<file path="src/rtl/serial_pkg.sv">
// Shared constants for the bit-serial subtractor: FSM encoding, default width, counter sizing.
package serial_pkg;

  localparam int DEF_WIDTH = 8;

  localparam logic [1:0] S_IDLE  = 2'd0;
  localparam logic [1:0] S_LOAD  = 2'd1;
  localparam logic [1:0] S_SHIFT = 2'd2;
  localparam logic [1:0] S_DONE  = 2'd3;

  // Bit counter width; never narrower than one bit so the counter stays declarable.
  function automatic int cnt_width(input int w);
    return (w > 1) ? $clog2(w) : 1;
  endfunction

endpackage

</file>
<file path="src/rtl/serial_full_subtractor.sv">
// One-bit full subtractor cell with its borrow flip-flop; borrow clears on clr, advances on en.
module serial_full_subtractor (
  input  logic clk,
  input  logic rst_n,
  input  logic clr,
  input  logic en,
  input  logic min_bit,
  input  logic sub_bit,
  output logic diff_bit,
  output logic borrow_next,
  output logic borrow
);

  assign diff_bit    = min_bit ^ sub_bit ^ borrow;
  assign borrow_next = (~min_bit & sub_bit) | (~(min_bit ^ sub_bit) & borrow);

  always_ff @(posedge clk or negedge rst_n) begin
    if (!rst_n) begin
      borrow <= 1'b0;
    end else if (clr) begin
      borrow <= 1'b0;
    end else if (en) begin
      borrow <= borrow_next;
    end
  end

endmodule

</file>
<file path="src/rtl/serial_subtractor_unit.sv">
// Sequencer and datapath for LSB-first serial subtraction; Start-to-Done latency is WIDTH+2 cycles.
// Start is only accepted in IDLE; result registers update solely on entry to DONE.
module serial_subtractor_unit
  import serial_pkg::*;
#(
  parameter int WIDTH = DEF_WIDTH
) (
  input  logic             CLK,
  input  logic             RSTn,
  input  logic             Start,
  input  logic             Min,
  input  logic             Sub,
  output logic             L,
  output logic             Busy,
  output logic             Done,
  output logic [WIDTH-1:0] Diff,
  output logic             Borrow,
  output logic             Ovf
);

  localparam int CW = cnt_width(WIDTH);
  localparam logic [CW-1:0] LAST = CW'(WIDTH - 1);

  logic [1:0]       state;
  logic [1:0]       state_nxt;
  logic [CW-1:0]    cnt;
  logic [WIDTH-1:0] res;
  logic             in_load;
  logic             in_shift;
  logic             last_bit;
  logic             d;
  logic             b_nxt;
  logic             b;

  assign in_load  = (state == S_LOAD);
  assign in_shift = (state == S_SHIFT);
  assign last_bit = in_shift && (cnt == LAST);

  assign L    = in_load;
  assign Busy = (state != S_IDLE);
  assign Done = (state == S_DONE);

  serial_full_subtractor u_cell (
    .clk         (CLK),
    .rst_n       (RSTn),
    .clr         (in_load),
    .en          (in_shift),
    .min_bit     (Min),
    .sub_bit     (Sub),
    .diff_bit    (d),
    .borrow_next (b_nxt),
    .borrow      (b)
  );

  always_comb begin
    state_nxt = state;
    case (state)
      S_IDLE:  state_nxt = Start ? S_LOAD : S_IDLE;
      S_LOAD:  state_nxt = S_SHIFT;
      S_SHIFT: state_nxt = last_bit ? S_DONE : S_SHIFT;
      S_DONE:  state_nxt = S_IDLE;
      default: state_nxt = S_IDLE;
    endcase
  end

  always_ff @(posedge CLK or negedge RSTn) begin
    if (!RSTn) begin
      state <= S_IDLE;
      cnt   <= '0;
      res   <= '0;
    end else begin
      state <= state_nxt;
      if (in_load) begin
        cnt <= '0;
        res <= '0;
      end else if (in_shift) begin
        cnt <= cnt + CW'(1);
        res <= {d, res[WIDTH-1:1]};
      end
    end
  end

  // The last SHIFT edge carries the MSBs, so the flags are formed from the live cell values here.
  always_ff @(posedge CLK or negedge RSTn) begin
    if (!RSTn) begin
      Diff   <= '0;
      Borrow <= 1'b0;
      Ovf    <= 1'b0;
    end else if (last_bit) begin
      Diff   <= {d, res[WIDTH-1:1]};
      Borrow <= b_nxt;
      Ovf    <= (Min != Sub) && (d != Min);
    end
  end

endmodule

</file>
<file path="config.mk">
export PLATFORM = sky130hd
export DESIGN_NAME = serial_subtractor_unit
export DESIGN_NICKNAME = d
export VERILOG_FILES = /design/src/rtl/serial_pkg.sv /design/src/rtl/serial_full_subtractor.sv /design/src/rtl/serial_subtractor_unit.sv
export SDC_FILE = /design/constraint.sdc
export NUM_CORES = 1
export LEC_CHECK = 0
export CAP_MARGIN = 5
export CORE_ASPECT_RATIO = 0.5
export CORE_UTILIZATION = 30
export CTS_CLUSTER_DIAMETER = 50
export DETAILED_ROUTE_END_ITERATION = 16
export PLACE_DENSITY = 0.57
export SLEW_MARGIN = 15
export SYNTH_ARGS = -nofsm -noshare
export SYNTH_HDL_FRONTEND = slang
export SYNTH_SLANG_ARGS = --single-unit
</file>
<file path="constraint.sdc">
create_clock -name CLK -period 1.45 [get_ports CLK]
set_clock_uncertainty 0.15 [all_clocks]
set_input_delay 0.2175 -clock CLK [delete_from_list [all_inputs] [get_ports CLK]]
set_output_delay 0.2175 -clock CLK [all_outputs]
set_load 0.03 [all_outputs]
</file>
* Yosys cells after proc, flatten, opt, wreduce, memory -nomap -nowiden
Cells that the tools add are included.
** Storage, ports and cells
- Output and inout bits :: 13
- Flip-flop bits (word level) :: 24
- Word-level logic and storage cells :: 35
- Bits of input ports :: 5
** Operators by class
- Eq/ne operators :: 6
- Bitwise logic cells :: 7
- Add/sub/neg operators :: 1
- Reductions and logical operators :: 5
- Mux-type cells :: 9
** Operators by type and width (number)
- 8-bit two-way mux :: 2
- 2-bit one-hot mux with 4 select lines :: 1
- 3-bit two-way mux :: 2
- 2-bit equality test (second input constant) :: 2
- 1-bit two-way mux :: 4
- 2-bit nonzero test :: 2
- 3-bit by 1-bit adder with 3-bit output (second input constant) :: 1
- 3-bit equality test (second input constant) :: 1
- 1-bit AND :: 2
- 2-bit by 1-bit equality test with 1-bit output (second input constant) :: 1
- 1-bit logical AND :: 2
- 2-bit logical NOT :: 1
- 1-bit != test :: 2
- 1-bit inverter :: 2
- 1-bit XOR :: 2
- 1-bit bitwise OR :: 1

* Longest topological paths before layout
- Depth in word-level cells :: 6
- Mapped depth :: 5
- Depth with buffers taken out :: 4

* Hierarchy
A second synthesis with hierarchy kept.
** Second synthesis, totals
- Cell total of the unflattened synthesis :: 87
- Area, all modules :: 1052.3 µm²
** Modules (own cells, without submodules)
- serial_subtractor_unit :: area an instance 974.7 µm², cells each 79, times used 1, seq. area each 550.5 µm²
- serial_full_subtractor :: area an instance 77.6 µm², cells each 8, times used 1, seq. area each 25.0 µm²

* Least setup slack after synthesis
No wires, ideal clock.
- Path type :: register to register
- Start point :: register state[1]
- End point :: register cnt[0]
- Stages on the path, launching flop included :: 6
- Clock period less this slack :: 1.590 ns
- Data required time :: 1.175 ns
- Path buffers :: 1
- Library setup time :: 0.125 ns
- Slack :: -0.140 ns
- Data arrival time :: 1.315 ns
- Cells stage by stage :: dfrtp_1 > inv_1 > ha_1 > buf_2 > nor2_1 > mux2_2
** On the way
- Longest elaborated chain between the ends :: 2
- Elaborated cells on any way between the ends :: 4
- Classes of those cells :: 2 x eq/ne; 1 x mux; 1 x reduce/logical
** Ends and longest elaborated chain
- start: declaration :: line serial_subtractor_unit.sv:24 : logic [1:0] state;
- start signal: assignment :: line serial_subtractor_unit.sv:72 : state <= state_nxt;
- 2-bit by 1-bit equality test with 1-bit output * :: line serial_subtractor_unit.sv:35 : assign in_load = (state == S_LOAD);
- named net L :: line serial_subtractor_unit.sv:13 : output logic L,
- 3-bit two-way mux or 2-bit nonzero test (tied branches)
- end signal: assignment :: line serial_subtractor_unit.sv:77 : cnt <= cnt + CW'(1);
- end: declaration :: line serial_subtractor_unit.sv:26 : logic [CW-1:0] cnt;
The timed path passes the listed nets; every way through them passes the cells marked *.
A chain may end at the register's enable or synchronous reset.

* Final worst setup path
- Start point :: register state[0]
- End point :: register u_cell.borrow
** On the way
- Longest elaborated chain between the ends :: 2
- Elaborated cells on any way between the ends :: 4
- Classes of those cells :: 2 x eq/ne; 1 x mux; 1 x reduce/logical
** Ends and longest elaborated chain
- 2-bit by 1-bit equality test with 1-bit output or 2-bit equality test (tied branches) :: line serial_subtractor_unit.sv:35, serial_subtractor_unit.sv:36
- 1-bit two-way mux or 2-bit nonzero test (tied branches)
- end signal: assignment :: line serial_full_subtractor.sv:23 : borrow <= borrow_next;
- end: declaration :: line serial_full_subtractor.sv:11 : output logic borrow
Parallel ways exist; a longest one is shown, timed or not.

==> key figures <==
Status
  – Status: complete, but fails checks
  – Failing checks: setup timing

Clocking
  – CTS tree: done
  – Clock Path Buffers: 2
  – CTS root buf: clkbuf_8
  – CTS Buf Count: 3
  – Clk Latency, worst-skew pair: 0.27 ns
  – Clock transition at path regs: 0.08 ns
  – Htree depth: 1
  – Clk sinks: 23
  – Post-CTS Hold Buffers: 0

Yosys
  – Main combinational cell family by area after synthesis: multiplexers
  – Post-Synth XOR/XNOR Area: 0.805%
  – Syn_nets: 103
  – Syn Area/Cell: 12.2 sq um
  – Post-synthesis mux area share: 12.6%
  – Largest area contributor in the netlist: dfrtp_1
  – Compound-cell area share of the yosys netlist: 5.86%
  – Yosys warns: 0
  – Synthesized instance count: 89
  – Post-synth top flop: dfrtp_1
  – Register area share after synthesis: 52.9%
  – EDFF count, synth: 0
  – Adder-cell share of the synthesized area: 11.0%
  – Cell Area, Synth: 0.00109 sq mm
  – Post-synth ARST share: 100%
  – Distinct cell type count after synthesis: 18
  – Top-area cell type share of the netlist area: 52.9%
  – Synth top area cells: dfrtp_1 (53%), mux2_4 (9.7%), ha_1 (9.2%), nand3b_1 (6.9%), inv_1 (5.5%)
  – #FFs+latches synth: 23
  – Simple-gate share of the synthesized area: 8.97%

Critical path
  – Critical Path, Cell by Cell: inv_2 > buf_6 > ha_4 > or3b_1 > o21ai_1
  – Critical path endpoint category: register
  – Cell count of the worst reg-to-reg path: 5
  – Crit path arrival time: 1.55 ns
  – Worst Path Required: 1.49 ns
  – Type of origin of the critical path: register
  – Max FO, Critical Path: 6
  – Slowest-stage cell, CP: dfrtp_1
  – Top delay family on crit path: flip-flops
  – Reg2reg end: u_cell.borrow
  – Crit Path Class: reg2reg
  – R2R setup slack: -0.06 ns
  – Crit Reg-Reg Startpoint: state[0]
  – Critical path buffer and inverter count: 2
  – Crit-path max cell delay: 0.38 ns

Route
  – Antenna viol nets, final: 0
  – DRT iter0 DRCs: 28
  – Vias/cell: 4.11
  – Drt total wl: 1.92 mm
  – Via count: 720
  – Wire per inst: 10.9 um
  – First-pass DRT Iterations: 2
  – # DRC: 0

Place
  – Routability cong.: 0.693
  – Number of I/O port buffers: 17
  – Dpl hpwl: 1.32 mm
  – Area after DPL: 0.00142 sq mm
  – Placed Cells: 163

Timing
  – Worst-Margin Slew: 0.297 ns
  – Fmax achieved: 0.663 GHz
  – Final-report setup violation count: 13
  – Hold Violations, Final: 0
  – Unrepaired setup endpoints after global routing: true
  – Relative slew margins: 80.2%
  – Slew Viols, Final: 0
  – Setup TNS: -0.446 ns
  – Crit path time final: 1.51 ns
  – Final period util: 104%
  – Worst Slack Setup Final: -0.0578 ns

Floorplanning
  – Number of core rows: 15
  – Die ar.: 0.00389 sq mm
  – Core area: 0.00345 sq mm
  – Die width: 87.2 um
  – Starting Density: 31.5%
  – Die Height: 44.6 um
  – Num ports: 18

Min path
  – Hold crit path type: in2async

Power
  – VDD IR max: 0.973 mV
  – P_leak: 0.783 nW
  – Power per cell area: 2210 mW/mm^2

Global route
  – Overall routing resource usage: 11.9%
  – Global-route wire length before repair: 3.31 mm
  – Vias in the first global route: 694
  – Largest net degree at the start of global routing: 24
  – Grt total ovfl: 0
  – Initial antenna violation count: 0

Final layout
  – N_diodes: 0
  – Fillers: 325
  – Non-Filler Instances: 175
  – Syn-to-layout area delta: 45.6%
  – Final Instance Area: 0.00159 sq mm
  – Share of layout cells above drive strength 1: 37.9%
  – Fin nets: 139

Run
  – Max-cap viol count: 0
[per-stage QoR]
step	setup slack (ns)	hold WS [ns]	power [mW]	utilization, %
2_1_floorplan	-0.0325	-0.228	2.28	-
3_3_place_gp	-0.331	0.339	2.87	41.1
3_5_place_dp	-0.399	0.341	2.90	41.1
4_1_cts	-0.0669	0.152	3.42	44.7
5_1_grt	-0.125	0.169	3.78	45.9
6_report	-0.0578	0.146	3.50	45.9
[what timing repair did]
action,in CTS,in global routing
pin swaps,2,4
gates resized for setup,27,6
setup endpoints to repair,23,25
buffers inserted,5,3
[layout make-up]
cell class	instances	area (sq um)	area share [%]
clock buffers	3	41.3	2.60
repair buffers	35	334	21.1
flip-flops and latches	23	576	36.3
well taps	51	63.8	4.03
clock inverters	1	5.00	0.316
inverters	16	60.1	3.79
multi-input cells	46	505	31.9
[synth_stat cells, drive strengths merged (2+ instances only)]
library cell / count
buf: 3
dfrtp: 23
ha: 8
inv: 16
mux2: 9
nand2: 2
nand3b: 10
o21ai: 11
[cell usage in the layout, fill, tap and decap left out]
cell type	synthesis	final
nand2_4	0	1
nand2_1	1	1
or3b_1	1	1
o2bb2ai_1	1	1
ha_4	0	4
ha_2	0	2
inv_2	0	4
ha_1	8	2
nand3b_1	10	10
dlymetal6s2s_1	0	1
clkdlybuf4s50_1	0	2
buf_4	0	11
o21ai_0	11	10
clkdlybuf4s15_1	0	1
o21ai_1	0	1
nor2_1	1	1
dfrtp_1	23	23
mux2i_1	1	1
fa_2	0	1
buf_12	0	1
dlygate4sd2_1	0	10
clkinv_2	0	1
mux2_4	7	9
clkbuf_8	0	3
inv_1	16	12
buf_6	1	9
xnor2_2	0	1
[report_power, final]
group	total, mW	switching, mW	internal (mW)
Clock	0.403	0.211	0.192
Sequential	1.10	0.175	0.930
Combinational	1.99	0.974	1.02
[sequential cells by signal, summed over array words and instances (netlist names)]
signal / flops
Borrow: 1
Diff: 8
Ovf: 1
cnt: 3
res: 7
state: 2
u_cell.borrow: 1
[worst max-delay path by stage]
| stage | slack, ns | start | endpoint | cells after the start |
|---|---|---|---|---|
| after CTS | -0.07 | state[0] | u_cell.borrow | 5 |
| final | -0.06 | state[0] | u_cell.borrow | 5 |
| after global routing | -0.13 | state[0] | u_cell.borrow | 5 |
| after floorplan | -0.03 | cnt[0] | Diff[0] | 5 |
| after detailed placement | -0.40 | Sub | u_cell.borrow | 5 |
| after global placement | -0.33 | Sub | u_cell.borrow | 5 |
[logic make-up (layout without fill, tap and decap cells)]
logic type               Yosys count  after routing
AO/OA/AOI/OAI                     12             12
XOR/XNOR                           1              1
AND/OR/NAND/NOR                   14             14
multiplexers                      10             10
flip-flops                        23             23
buffers and inverters             20             55
adder cells (fa/ha/maj)            9              9
[metal layers]
metal | part of all wire, % | track usage (%) | up-vias
met2 | 43 | 16.9 | 11
met3 | 3.4 | 4.48 | 0
met1 | 54 | 17.0 | 348
met5 | 0 | 0 | -
li1 | - | - | 361
met4 | 0 | 2.95 | 0
Note: power is estimated with default switching activity, not from simulation.
